--- src/rtl/cfi_pkg.sv ---
// Shared types for the CFI return checker: commit-log entry, fault record,
// statistics block and checker FSM state.
package cfi_pkg;

  localparam int unsigned VLEN = 32;

  typedef struct packed {
    logic branch;
    logic jump;
    logic call;
    logic ret;
  } cfi_flags_t;

  typedef struct packed {
    cfi_flags_t       flags;
    logic [VLEN-1:0]  addr_pc;
    logic [VLEN-1:0]  addr_npc;
    logic [VLEN-1:0]  addr_target;
  } cfi_log_t;

  typedef struct packed {
    logic             valid;
    logic [VLEN-1:0]  pc;
    logic [VLEN-1:0]  expected;
    logic [VLEN-1:0]  actual;
  } cfi_fault_t;

  typedef struct packed {
    logic [31:0] calls;
    logic [31:0] rets;
    logic [31:0] faults;
  } cfi_stats_t;

  typedef enum logic [1:0] {
    ST_IDLE,
    ST_CHECK,
    ST_FAULT
  } cfi_state_e;

endpackage

--- src/rtl/cfi_log_fifo.sv ---
// Multi-write, single-read log queue: qualified ports are packed in ascending
// order into free slots; ports that do not fit are dropped from the top down.
module cfi_log_fifo
  import cfi_pkg::*;
#(
  parameter int unsigned NR_PORTS = 2,
  parameter int unsigned DEPTH    = 8,
  localparam int unsigned PW      = $clog2(DEPTH),
  localparam int unsigned CW      = PW + 1
) (
  input  logic                    clk_i,
  input  logic                    rst_ni,
  input  logic     [NR_PORTS-1:0] wr_valid_i,
  input  cfi_log_t [NR_PORTS-1:0] wr_data_i,
  input  logic                    rd_en_i,
  output cfi_log_t                rd_data_o,
  output logic     [CW-1:0]       count_o,
  output logic     [CW-1:0]       n_wr_o,
  output logic                    drop_o
);

  cfi_log_t          mem_q [DEPTH];
  logic [PW-1:0]     wr_ptr_q, wr_ptr_d, rd_ptr_q, rd_ptr_d;
  logic [CW-1:0]     count_q, count_d, free;
  logic [CW-1:0]     n_wr;
  logic [NR_PORTS-1:0] wr_en;
  logic [PW-1:0]     wr_idx [NR_PORTS];

  // Free space excludes a same-cycle pop so acceptance never depends on the checker.
  always_comb begin
    free   = CW'(DEPTH) - count_q;
    n_wr   = '0;
    drop_o = 1'b0;
    wr_en  = '0;
    for (int unsigned i = 0; i < NR_PORTS; i++) begin
      wr_idx[i] = wr_ptr_q + PW'(n_wr);
      if (wr_valid_i[i]) begin
        if (n_wr < free) begin
          wr_en[i] = 1'b1;
          n_wr     = n_wr + CW'(1);
        end else begin
          drop_o = 1'b1;
        end
      end
    end
    wr_ptr_d = wr_ptr_q + PW'(n_wr);
    rd_ptr_d = rd_ptr_q + PW'(rd_en_i);
    count_d  = count_q + n_wr - CW'(rd_en_i);
  end

  always_ff @(posedge clk_i or negedge rst_ni) begin
    if (!rst_ni) begin
      wr_ptr_q <= '0;
      rd_ptr_q <= '0;
      count_q  <= '0;
    end else begin
      wr_ptr_q <= wr_ptr_d;
      rd_ptr_q <= rd_ptr_d;
      count_q  <= count_d;
    end
  end

  always_ff @(posedge clk_i) begin
    for (int unsigned i = 0; i < NR_PORTS; i++) begin
      if (wr_en[i]) mem_q[wr_idx[i]] <= wr_data_i[i];
    end
  end

  assign rd_data_o = mem_q[rd_ptr_q];
  assign count_o   = count_q;
  assign n_wr_o    = n_wr;

endmodule

--- config.mk ---
export PLATFORM = sky130hd
export DESIGN_NAME = cfi_log_fifo
export DESIGN_NICKNAME = d
export VERILOG_FILES = /design/src/rtl/cfi_pkg.sv /design/src/rtl/cfi_log_fifo.sv
export SDC_FILE = /design/constraint.sdc
export NUM_CORES = 1
export LEC_CHECK = 0
export ABC_AREA = 0
export BUFFER_PORTS_ARGS = -buffer_cell sky130_fd_sc_hd__clkbuf_2
export CAP_MARGIN = 20
export CORE_MARGIN = 1.5
export CORE_UTILIZATION = 65
export DETAILED_ROUTE_END_ITERATION = 7
export PLACE_DENSITY = 0.85
export SYNTH_ARGS = -nofsm -noshare
export SYNTH_HDL_FRONTEND = slang
export SYNTH_SLANG_ARGS = --single-unit
--- constraint.sdc ---
create_clock -name clk_i -period 25.6 [get_ports clk_i]
set_input_delay 1.28 -clock clk_i [delete_from_list [all_inputs] [get_ports clk_i]]
set_output_delay 1.28 -clock clk_i [all_outputs]
set_load 0.1 [all_outputs]
==> impl_metrics.env <==
export IMPL_post_dp_cell_area_mm2=0.0432
export IMPL_synthesis_area_mm2=0.0411
export IMPL_antenna_found_initial=33
export IMPL_grt_overflow=0
export IMPL_postSynthCellCount=2137
export IMPL_syn2layout_area_growth_pct=11.7
export IMPL_status="finished, final reports clean"
export IMPL_yosys_warnings=0
export IMPL_clk_latency_ps=630
export IMPL_fmax_mhz=178
export IMPL_drc=0
export IMPL_rows=91
export IMPL_fp_coreArea_mm2=0.0621
export IMPL_clockBufferDepth=3
export IMPL_grt_pass1_vias=23200
export IMPL_io_pins=314
export IMPL_mostFrequentLayoutCell="edfxtp_1"
export IMPL_ctsResizeCount=0
export IMPL_port_buffers=311
export IMPL_critical_path_class="register to register"
export IMPL_post_route_util=0.740
export IMPL_synth_main_ff_cell="edfxtp_1"
export IMPL_cp_cell_sequence="inv_1 -> ha_1 -> nor3b_1 -> a41oi_1 -> o21ai_1 -> inv_1 -> ha_1 -> ha_1 -> xor2_1 -> or4b_4 -> buf_4 -> buf_4 -> mux2_4"
export IMPL_fin_skew_ps=15.6
export IMPL_finalCritPeriodShare=0.219
export IMPL_cp_num_buf_inv=4
export IMPL_setup_violations=0
export IMPL_tritoncts="done"
export IMPL_postCtsSetupBuffers=0
export IMPL_grt_pass1_wl_um=144000
export IMPL_drt_first_pass_iters=5
export IMPL_post_drt_wl_per_cell_um=29.1
export IMPL_vias_per_cell=6.61
export IMPL_max_slew_margin=0.224
export IMPL_die_x_um=254
export IMPL_drt_iter0_markers=1954
export IMPL_slowest_stage="buf_4"
export IMPL_synth_seq_cells=810
export IMPL_crit_path_end_kind="register"
export IMPL_tns_ps=0
export IMPL_critPathMaxFanout=40
export IMPL_vias=22200
export IMPL_hold_viol=0
export IMPL_cpPeakStageDelay_ps=850
export IMPL_worst_setup_hold_path_clk_slew_ps=60
export IMPL_dp_final_hpwl_um=54000
export IMPL_arrival_ps=5980
export IMPL_nFillCells=3623
export IMPL_die_h_um=254
export IMPL_cts_max_level=3
export IMPL_worstMarginPinSlew_ps=1160
export IMPL_holdWs_ps=531
export IMPL_gp_congestion=0.792
export IMPL_worstSetupStartpointType="register"
export IMPL_drv_cap=0
export IMPL_crit_family="buffers and inverters"
export IMPL_yosysSeqAreaShare=0.591
export IMPL_cts_root_buf="clkbuf_16"
export IMPL_die_area_mm2=0.0647
export IMPL_start_util=0.662
export IMPL_clock_sinks=810
export IMPL_nNetsFinal=2651
export IMPL_track_usage=0.304
export IMPL_hp_class="primary input to async pin"
export IMPL_rsz0062_at_grt="no"
export IMPL_async_flop_share=0.0123
export IMPL_antenna_left=0
export IMPL_finalInstanceArea_mm2=0.0459
export IMPL_wirelength_um=97600
export IMPL_cts_buffers=84
export IMPL_grt_max_degree=73
export IMPL_period_needed_ps=5610
export IMPL_synth_cell_types=37
export IMPL_slew_viol_final=0
export IMPL_synth_edf_count=800
export IMPL_syn_area_per_cell_um2=19.2
export IMPL_final_cell_mix="edfxtp_1 (800), mux2_2 (722), clkbuf_2 (311)"
export IMPL_drive_gt1_frac=0.633
export IMPL_worstPathRequired_ps=25970
export IMPL_cpMostUsedCell="ha_1"
export IMPL_postCtsHoldBufs=0
-- metrics by stage --
| step | cells | worst slack [ps] |
|---|---|---|
| final | 3355 | 19990 |
| after global routing | 3344 | 19810 |
| after CTS | 3333 | 19680 |
| after detailed placement | 3181 | 20030 |
| after global placement | 3181 | 20100 |
| after floorplan | 2138 | 12850 |
-- state kept, by name, indices dropped and copies added, names as in the netlist --
| name | count |
|---|---|
| count_o | 4 |
| mem_q | 800 |
| rd_ptr_q | 3 |
| wr_ptr_q | 3 |
-- cell families after synthesis --
| family | Yosys count | share of synthesized area |
|---|---|---|
| AO/OA/AOI/OAI | 20 | 0.00329 |
| XOR/XNOR | 8 | 0.00171 |
| other | 1 | 0.0000913 |
| adder cells (fa/ha/maj) | 14 | 0.00463 |
| buffers and inverters | 159 | 0.0233 |
| AND/OR/NAND/NOR | 25 | 0.00375 |
| flip-flops | 810 | 0.591 |
| multiplexers | 1100 | 0.373 |
-- metal layers --
metal,wire [um],share of wire,up-vias,GRT usage
li1,-,-,9407,-
met1,37900,0.39,11700,0.402
met2,49100,0.50,880,0.503
met3,8290,0.085,174,0.0720
met4,2110,0.022,28,0.0961
met5,179,0.0018,-,0
-- path summary, 6_finish.rpt --
| check | startpoint | end | slack [ps] | cells after the start |
|---|---|---|---|---|
| setup / recovery | count_o[0]$_DFF_PN0_ | mem_q[1][72]$_DFFE_PP_ | 19990 | 13 |
| hold / removal | rst_ni | rd_ptr_q[2]$_DFF_PN0_ | 530 | 1 |
| setup reg to reg | count_o[0]$_DFF_PN0_ | mem_q[1][72]$_DFFE_PP_ | 19990 | 13 |
| hold reg to reg | count_o[0]$_DFF_PN0_ | count_o[0]$_DFF_PN0_ | 610 | 1 |
| max in group asynchronous | rst_ni | rd_ptr_q[0]$_DFF_PN0_ | 24800 | 1 |
| min in group clk_i | count_o[0]$_DFF_PN0_ | count_o[0]$_DFF_PN0_ | 610 | 1 |
-- cell usage after synthesis (2+ instances only) --
master	number	area, um2
dfrtp_1	10	250
clkbuf_1	39	146
inv_1	13	48.8
mux2_4	178	2670
o21bai_1	3	22.5
mux2_2	722	8130
or4_1	2	15.0
buf_2	42	210
buf_6	40	450
fa_1	2	40.0
or4b_4	2	27.5
buf_4	2	15.0
o21ai_0	3	15.0
o31ai_1	4	30.0
nand2b_1	2	12.5
nor3b_1	3	22.5
a21oi_1	3	15.0
nand2_1	9	33.8
xnor2_1	5	43.8
or3_1	2	12.5
buf_1	23	86.3
edfxtp_1	800	24000
xor2_1	3	26.3
ha_1	12	150
mux4_2	200	4500
nor2b_1	2	12.5
-- final cells by class --
| class | instances | area (um2) | share of cell area |
|---|---|---|---|
| clock buffer | 116 | 2290 | 0.0498 |
| timing repair buffer | 354 | 1920 | 0.0418 |
| antenna | 20 | 50.0 | 0.00109 |
| clock inverter | 36 | 290 | 0.00632 |
| tap | 837 | 1050 | 0.0228 |
| multi-input combinational | 1169 | 16000 | 0.348 |
| inverter | 13 | 48.8 | 0.00106 |
| sequential | 810 | 24300 | 0.529 |
Power is left out: the tool's default activity adds up to more than one toggle a clock period on the data nets, which glitch-free logic cannot reach.
